[config.mk]
export PLATFORM = sky130hd
export DESIGN_NAME = pipelined_cla_adder_flat
export DESIGN_NICKNAME = d
export VERILOG_FILES = /design/src/rtl/adder_pkg.sv /design/src/rtl/pipelined_cla_adder_if.sv /design/src/rtl/cla_slice.sv /design/src/rtl/pipelined_cla_adder.sv /design/src/flat_wrapper.sv
export SDC_FILE = /design/constraint.sdc
export NUM_CORES = 1
export LEC_CHECK = 0
export CAP_MARGIN = 20
export CORE_MARGIN = 5
export CORE_UTILIZATION = 43
export DETAILED_ROUTE_END_ITERATION = 8
export PLACE_DENSITY = 0.71
export SLEW_MARGIN = 20
export SYNTH_ARGS = -nofsm -noshare
export SYNTH_HDL_FRONTEND = slang
export SYNTH_HIERARCHICAL = 1
export SYNTH_SLANG_ARGS = --single-unit
[constraint.sdc]
create_clock -name clk -period 12.45 [get_ports clk]
set_input_delay 1.8675 -clock clk [delete_from_list [all_inputs] [get_ports clk]]
set_output_delay 1.8675 -clock clk [all_outputs]
set_load 0.01 [all_outputs]
[src/rtl/adder_pkg.sv]
// Shared constants and elaboration helpers for the pipelined carry-lookahead adder.
package adder_pkg;

    localparam logic MODE_ADD = 1'b0;
    localparam logic MODE_SUB = 1'b1;

    function automatic int unsigned num_blocks(input int unsigned width,
                                               input int unsigned block_width);
        return width / block_width;
    endfunction

    function automatic bit width_ok(input int unsigned width,
                                    input int unsigned block_width);
        return (block_width != 0) && (width != 0) && ((width % block_width) == 0);
    endfunction

endpackage

[src/rtl/pipelined_cla_adder_if.sv]
// Operand and result streams of the pipelined adder, each with a valid/ready handshake.
interface pipelined_cla_adder_if #(
    parameter int unsigned WIDTH = 32
);
    logic             in_valid;
    logic             in_ready;
    logic [WIDTH-1:0] in_a;
    logic [WIDTH-1:0] in_b;
    logic             in_carry;
    logic             in_mode;
    logic             out_valid;
    logic             out_ready;
    logic [WIDTH-1:0] out_sum;
    logic             out_carry;
    logic             out_overflow;

    modport master (
        output in_valid, in_a, in_b, in_carry, in_mode, out_ready,
        input  in_ready, out_valid, out_sum, out_carry, out_overflow
    );

    modport slave (
        input  in_valid, in_a, in_b, in_carry, in_mode, out_ready,
        output in_ready, out_valid, out_sum, out_carry, out_overflow
    );
endinterface

[src/rtl/cla_slice.sv]
// One combinational carry-lookahead slice: sum bits, block propagate/generate and carry-out.
module cla_slice #(
    parameter int unsigned BLOCK_WIDTH = 8
) (
    input  logic [BLOCK_WIDTH-1:0] i_a,
    input  logic [BLOCK_WIDTH-1:0] i_b,
    input  logic                   i_cin,
    output logic [BLOCK_WIDTH-1:0] o_sum_c,
    output logic                   o_block_p_c,
    output logic                   o_block_g_c,
    output logic                   o_cout_c,
    output logic                   o_c_msb_c
);
    logic [BLOCK_WIDTH-1:0] w_g;
    logic [BLOCK_WIDTH-1:0] w_p;
    logic [BLOCK_WIDTH-1:0] w_c;
    logic                   w_gfold;

    assign w_g = i_a & i_b;
    assign w_p = i_a ^ i_b;

    // w_c[i] is the carry into bit i; w_gfold folds generate from LSB upward
    always_comb begin
        w_c     = '0;
        w_c[0]  = i_cin;
        w_gfold = 1'b0;
        for (int unsigned i = 0; i < BLOCK_WIDTH; i++) begin
            if (i + 1 < BLOCK_WIDTH) begin
                w_c[i+1] = w_g[i] | (w_p[i] & w_c[i]);
            end
            w_gfold = w_g[i] | (w_p[i] & w_gfold);
        end
    end

    assign o_sum_c     = w_p ^ w_c;
    assign o_block_p_c = &w_p;
    assign o_block_g_c = w_gfold;
    assign o_cout_c    = w_gfold | (o_block_p_c & i_cin);
    assign o_c_msb_c   = w_c[BLOCK_WIDTH-1];

endmodule

[src/rtl/pipelined_cla_adder.sv]
// Pipelined add/subtract unit: one lookahead slice per stage, block carry registered between stages.
module pipelined_cla_adder
    import adder_pkg::*;
#(
    parameter int unsigned WIDTH       = 32,
    parameter int unsigned BLOCK_WIDTH = 8
) (
    input  logic                 clk,
    input  logic                 rst_n,
    pipelined_cla_adder_if.slave bus
);
    localparam int unsigned NUM_BLOCKS = num_blocks(WIDTH, BLOCK_WIDTH);

    if (!width_ok(WIDTH, BLOCK_WIDTH)) begin : g_width_check
        $error("pipelined_cla_adder: WIDTH must be a non-zero multiple of BLOCK_WIDTH");
    end

    // Rank 0 holds the conditioned input beat; rank k+1 holds the beat after slice k
    logic             r_valid [NUM_BLOCKS+1];
    logic [WIDTH-1:0] r_a     [NUM_BLOCKS+1];
    logic [WIDTH-1:0] r_b     [NUM_BLOCKS+1];
    logic [WIDTH-1:0] r_sum   [NUM_BLOCKS+1];
    logic             r_c     [NUM_BLOCKS+1];
    logic             r_ovf;

    logic                                   w_en;
    logic [NUM_BLOCKS-1:0][BLOCK_WIDTH-1:0] w_slice_sum;
    logic [NUM_BLOCKS-1:0][WIDTH-1:0]       w_sum_next;
    logic [NUM_BLOCKS-1:0]                  w_cout;
    logic [NUM_BLOCKS-1:0]                  w_c_msb;
    logic [NUM_BLOCKS-1:0]                  w_blk_p;
    logic [NUM_BLOCKS-1:0]                  w_blk_g;
    logic                                   w_unused_blk;

    assign w_en         = !r_valid[NUM_BLOCKS] || bus.out_ready;
    assign w_unused_blk = ^{w_blk_p, w_blk_g};

    for (genvar k = 0; k < NUM_BLOCKS; k++) begin : g_stage
        cla_slice #(
            .BLOCK_WIDTH (BLOCK_WIDTH)
        ) u_slice (
            .i_a         (r_a[k][k*BLOCK_WIDTH +: BLOCK_WIDTH]),
            .i_b         (r_b[k][k*BLOCK_WIDTH +: BLOCK_WIDTH]),
            .i_cin       (r_c[k]),
            .o_sum_c     (w_slice_sum[k]),
            .o_block_p_c (w_blk_p[k]),
            .o_block_g_c (w_blk_g[k]),
            .o_cout_c    (w_cout[k]),
            .o_c_msb_c   (w_c_msb[k])
        );
        // Lower slices are already resolved in r_sum[k]; slice k and above are still zero
        assign w_sum_next[k] = r_sum[k] | (WIDTH'(w_slice_sum[k]) << (k * BLOCK_WIDTH));
    end

    // Global enable shifts every rank at once; data only loads alongside a valid beat
    always_ff @(posedge clk) begin
        if (!rst_n) begin
            for (int unsigned k = 0; k <= NUM_BLOCKS; k++) begin
                r_valid[k] <= 1'b0;
                r_a[k]     <= '0;
                r_b[k]     <= '0;
                r_sum[k]   <= '0;
                r_c[k]     <= 1'b0;
            end
            r_ovf <= 1'b0;
        end else if (w_en) begin
            r_valid[0] <= bus.in_valid;
            if (bus.in_valid) begin
                r_a[0] <= bus.in_a;
                r_b[0] <= (bus.in_mode == MODE_ADD) ? bus.in_b : ~bus.in_b;
                r_c[0] <= (bus.in_mode == MODE_SUB) ? 1'b1 : bus.in_carry;
            end
            for (int unsigned k = 0; k < NUM_BLOCKS; k++) begin
                r_valid[k+1] <= r_valid[k];
                if (r_valid[k]) begin
                    r_a[k+1]   <= r_a[k];
                    r_b[k+1]   <= r_b[k];
                    r_sum[k+1] <= w_sum_next[k];
                    r_c[k+1]   <= w_cout[k];
                end
            end
            if (r_valid[NUM_BLOCKS-1]) begin
                r_ovf <= w_c_msb[NUM_BLOCKS-1] ^ w_cout[NUM_BLOCKS-1];
            end
        end
    end

    assign bus.in_ready     = w_en;
    assign bus.out_valid    = r_valid[NUM_BLOCKS];
    assign bus.out_sum      = r_sum[NUM_BLOCKS];
    assign bus.out_carry    = r_c[NUM_BLOCKS];
    assign bus.out_overflow = r_ovf;

endmodule

[src/flat_wrapper.sv]
// flat-port wrapper written by rule: the top's interface ports become plain ports
module pipelined_cla_adder_flat import adder_pkg::*;
#(
    parameter int unsigned WIDTH       = 32,
    parameter int unsigned BLOCK_WIDTH = 8
)
  (clk, rst_n, bus_in_valid, bus_in_a, bus_in_b, bus_in_carry, bus_in_mode, bus_out_ready, bus_in_ready, bus_out_valid, bus_out_sum, bus_out_carry, bus_out_overflow);
  pipelined_cla_adder_if #(.WIDTH(WIDTH)) bus_i ();
  input  logic clk;
  input  logic rst_n;
  input wire logic [$bits(bus_i.in_valid)-1:0] bus_in_valid;
  input wire logic [$bits(bus_i.in_a)-1:0] bus_in_a;
  input wire logic [$bits(bus_i.in_b)-1:0] bus_in_b;
  input wire logic [$bits(bus_i.in_carry)-1:0] bus_in_carry;
  input wire logic [$bits(bus_i.in_mode)-1:0] bus_in_mode;
  input wire logic [$bits(bus_i.out_ready)-1:0] bus_out_ready;
  output wire logic [$bits(bus_i.in_ready)-1:0] bus_in_ready;
  output wire logic [$bits(bus_i.out_valid)-1:0] bus_out_valid;
  output wire logic [$bits(bus_i.out_sum)-1:0] bus_out_sum;
  output wire logic [$bits(bus_i.out_carry)-1:0] bus_out_carry;
  output wire logic [$bits(bus_i.out_overflow)-1:0] bus_out_overflow;
  assign bus_i.in_valid = bus_in_valid;
  assign bus_i.in_a = bus_in_a;
  assign bus_i.in_b = bus_in_b;
  assign bus_i.in_carry = bus_in_carry;
  assign bus_i.in_mode = bus_in_mode;
  assign bus_i.out_ready = bus_out_ready;
  assign bus_in_ready = bus_i.in_ready;
  assign bus_out_valid = bus_i.out_valid;
  assign bus_out_sum = bus_i.out_sum;
  assign bus_out_carry = bus_i.out_carry;
  assign bus_out_overflow = bus_i.out_overflow;
  pipelined_cla_adder #(.WIDTH(WIDTH), .BLOCK_WIDTH(BLOCK_WIDTH)) u_core (.clk(clk), .rst_n(rst_n), .bus(bus_i));
endmodule
[After elaboration in Yosys (flattened, before gate mapping)]
Memories as Yosys holds them, arrays and structs flattened.
Index checks and enable logic that the tools add are counted.
Storage, ports and cells
  register bits after elaboration: 1
  RAM bits: 490
  input bits: 70
  output and inout bits: 36
  logic and storage cells: 225
  memories kept: 5
Memory list
  u_core.r_a: words 5, bits a word 32, read ports 4, clocked after memory_dff 0, write ports 5, RTL line pipelined_cla_adder.sv:20  | logic [WIDTH-1:0] r_a [NUM_BLOCKS+1];
  u_core.r_b: words 5, bits a word 32, read ports 4, clocked after memory_dff 0, write ports 5, RTL line pipelined_cla_adder.sv:21  | logic [WIDTH-1:0] r_b [NUM_BLOCKS+1];
  u_core.r_sum: words 5, bits a word 32, read ports 5, clocked after memory_dff 0, write ports 5, RTL line pipelined_cla_adder.sv:22  | logic [WIDTH-1:0] r_sum [NUM_BLOCKS+1];
  u_core.r_c: words 5, bits a word 1, read ports 5, clocked after memory_dff 0, write ports 5, RTL line pipelined_cla_adder.sv:23  | logic r_c [NUM_BLOCKS+1];
  u_core.r_valid: words 5, bits a word 1, read ports 5, clocked after memory_dff 0, write ports 5, RTL line pipelined_cla_adder.sv:19  | logic r_valid [NUM_BLOCKS+1];
Operators by class
  mux-type cells: 50
  bitwise operators: 162
  reductions and logical operators: 7
Operators by type and width (count)
  $mux W32: 15
  $or A1 B1 Y1: 84
  $xor A8 B8 Y8: 8
  $and A1 B1 Y1: 60
  $mux W1: 35
  $and A8 B8 Y8: 4
  $not A32 Y32: 1
  $or A32 B16 Y32: 1
  $or A32 B24 Y32: 1
  $or A32 B32 Y32: 1
  $or A32 B8 Y32: 1
  $reduce_and A8 Y1: 4
  $reduce_and A2 Y1: 1
  $logic_not A1 Y1: 1
  $logic_or A1 B1 Y1: 1
  $xor A1 B1 Y1: 1

[Logic depth before layout (Yosys ltp)]
  depth after elaboration: 18
  depth in mapped cells: 13
  mapped depth without buffers: 13

[Hierarchy]
Netlist, hierarchy kept.
Modules (own cells, without submodules)
  pipelined_cla_adder: times used 1, cells an instance 637, area each 9933.3 um^2, seq. area each 7527.2 um^2
  cla_slice (u_core.g_stage[1].u_slice): times used 1, cells an instance 41, area each 377.9 um^2, seq. area each 0.0 um^2
  cla_slice (u_core.g_stage[2].u_slice): times used 1, cells an instance 40, area each 375.4 um^2, seq. area each 0.0 um^2
  cla_slice (u_core.g_stage[0].u_slice): times used 1, cells an instance 40, area each 374.1 um^2, seq. area each 0.0 um^2
  cla_slice (u_core.g_stage[3].u_slice): times used 1, cells an instance 39, area each 371.6 um^2, seq. area each 0.0 um^2

[Least setup slack after synthesis]
No wires, ideal clock.
  path type: input to register
  start point: input port bus_in_valid
  end point: memory u_core.r_a[0][0] (enable)
  setup time: 0.578 ns
  data arrival time: 6.520 ns
  required time: 11.872 ns
  setup slack: 5.353 ns
  stages on the path: 2
  path through: inv_1 o21ai_0
RTL lines
  from (decl): RTL line flat_wrapper.sv:11  | input wire logic [$bits(bus_i.in_valid)-1:0] bus_in_valid;
  to (decl): RTL line pipelined_cla_adder.sv:20

[Final worst setup path]
  start point: input port bus_out_ready
  end point: output port bus_in_ready
On the way
  longest elaborated chain between the ends: 1
RTL lines
  from (decl): RTL line flat_wrapper.sv:16  | input wire logic [$bits(bus_i.out_ready)-1:0] bus_out_ready;
  $logic_or A1 B1 Y1: RTL line pipelined_cla_adder.sv:35  | assign w_en = !r_valid[NUM_BLOCKS] || bus.out_ready;
  to (decl): RTL line flat_wrapper.sv:17  | output wire logic [$bits(bus_i.in_ready)-1:0] bus_in_ready;
No other way between the ends.

==> out/results.ini <==
[timing]
hold_ws_ns = 0.5142
tns_ns = 0
fin_ws_ns = 7.027
layout_min_cycle_time_ns = 5.423
finalSetupViolCount = 0
fmaxAchievable_mhz = 184.4
hold_viol = 0
worstMarginPinSlew_ns = 1.007
post-route-period-util_pct = 43.56
drv_slew = 0
slew_headroom_pct = 32.89
skew_ns = 0.01055
grt_setup_unrepaired = no

[floorplanning]
core_area_mm2 = 0.02606
initial_core_util_pct = 43.68
die-area_mm2 = 0.02983
io_pins = 106
die_h_um = 172.7
die_x_um = 172.7
fp-row-count = 59

[clock_network]
htree_num_levels = 1
tritoncts = done
hold_buffers = 0
cts_buffers = 26
cts.clk_slew.worst_paths_ns = 0.06
cts_sinks = 251
cts_buffer_depth = 3
root_buffer = clkbuf_16
postCtsSetupRepairBufs = 0
clock_latency_ns = 0.52
cts_resized = 0

[status]
status = completed

[global_route]
grt_pass1_vias = 5549
antenna_found_initial = 1
grt_pass1_wl_um = 28990
grt_max_degree = 133
grt_usage_pct = 11.50
grt_overflow = 0

[place]
gp_congestion = 0.8129
dp_worst_setup_slack_ns = 7.036
placed_area_mm2 = 0.01245
place.detailed.hpwl_um = 11690
portBuffers = 105

[worst_setup_path]
worstSetupPathType = in -> out
cp-start-kind = primary input
cp-end-kind = output port
worstPathMaxFanout = 11
cp.required_ns = 10.58
worst_ep_arrival_time_ns = 3.56

[cells_and_area]
fillers = 2193
regArea_mm2 = 0.007527
design_area_mm2 = 0.01335
nNetsFinal = 980
area_delta_synth_final_pct = 17.31
multi_input_area_mm2 = 0.003232
drive_gt1_share_pct = 7.126
diodes = 0

[logic_synthesis]
postSynthCellCount = 787
synth_nets = 917
synth_area_mm2 = 0.01138
yosys_warnings = 6
syn_area_per_cell_um2 = 14.46

[drt]
dr.pass1.iters = 4
initialDrtViolationCount = 355
drc = 0
ant_nets = 0
routed_wl_um = 17300
vias = 5591
wire_per_inst_um = 14.36
routed_via_density = 4.640

[worst_hold_path]
hold_class = reg -> reg

[pwr]
p_leak_nw = 5.533
vdd_drop_max_mv = 0.08626
power_mw = 2.036
power_density_mw_per_mm2 = 152.4

[job]
max-cap-violations = 0

[cells in the final DEF (no fill, tap or decap), types with 2 or more instances in the layout]
| cell type | count |
|---|---|
| a21oi_1 | 11 |
| clkdlybuf4s50_1 | 104 |
| clkbuf_8 | 3 |
| inv_1 | 42 |
| nand2_1 | 17 |
| and3_1 | 136 |
| clkinv_2 | 6 |
| edfxtp_1 | 250 |
| o211ai_1 | 2 |
| o21a_1 | 2 |
| nor2_1 | 36 |
| a2111oi_2 | 2 |
| clkbuf_16 | 27 |
| o21ai_1 | 2 |
| clkinv_4 | 2 |
| xnor2_1 | 37 |
| clkbuf_1 | 3 |
| buf_4 | 6 |
| nand2_2 | 2 |
| fa_1 | 28 |
| ha_1 | 32 |
| nand4_1 | 5 |
| clkinv_1 | 3 |
| a21o_1 | 2 |
| nor3_1 | 3 |
| and2_1 | 80 |
| bufinv_16 | 4 |
[final timing paths]
kind	cells after the start	startpoint	endpoint	slack, ns
max	4	bus_out_ready	bus_in_ready	7.03
min	1	u_core/r_sum[0][109]	u_core/r_sum[0][141]	0.51
max reg2reg	12	u_core/r_b[0][40]	u_core/r_sum[0][78]	8.55
min reg2reg	1	u_core/r_sum[0][109]	u_core/r_sum[0][141]	0.51
[report_power, final]
group	switching, mW	total (mW)	internal (mW)
Sequential	0.0231	1.03	1.01
Combinational	0.106	0.202	0.0960
Clock	0.305	0.801	0.496
[registers in the layout, summed over array words and instances, names as in the netlist]
register	count
u_core/r_c	5
u_core/r_a	80
u_core/r_valid	5
u_core/bus.out_overflow	1
u_core/r_b	80
u_core/r_sum	80
[cell type report]
class	count	area share, %
Clock buffer	33	5.453
Clock inverter	15	1.340
Inverter	42	1.181
Multi-Input combinational cell	417	24.20
Sequential cell	251	56.37
Tap cell	335	3.139
Timing Repair Buffer	112	8.320
[worst max-delay path, stage by stage]
cell and delay (ns):
clkdlybuf4s50_1 0.42, nor2b_2 0.44, inv_1 0.28, clkdlybuf4s50_1 0.54
[through the flow]
stage	util, %	std cells
floorplan	-	787
global placement	47.68	1156
detailed placement	47.76	1157
global route	51.25	1205
finish	51.25	1205
CTS	51.24	1205
[metal layers]
metal	wire length [um]	GRT usage (%)
met5	0	0
met4	382	3.210
met3	1058	2.358
met2	7550	17.18
met1	8312	17.23
No activity file was read; power rests on OpenSTA's default activity.
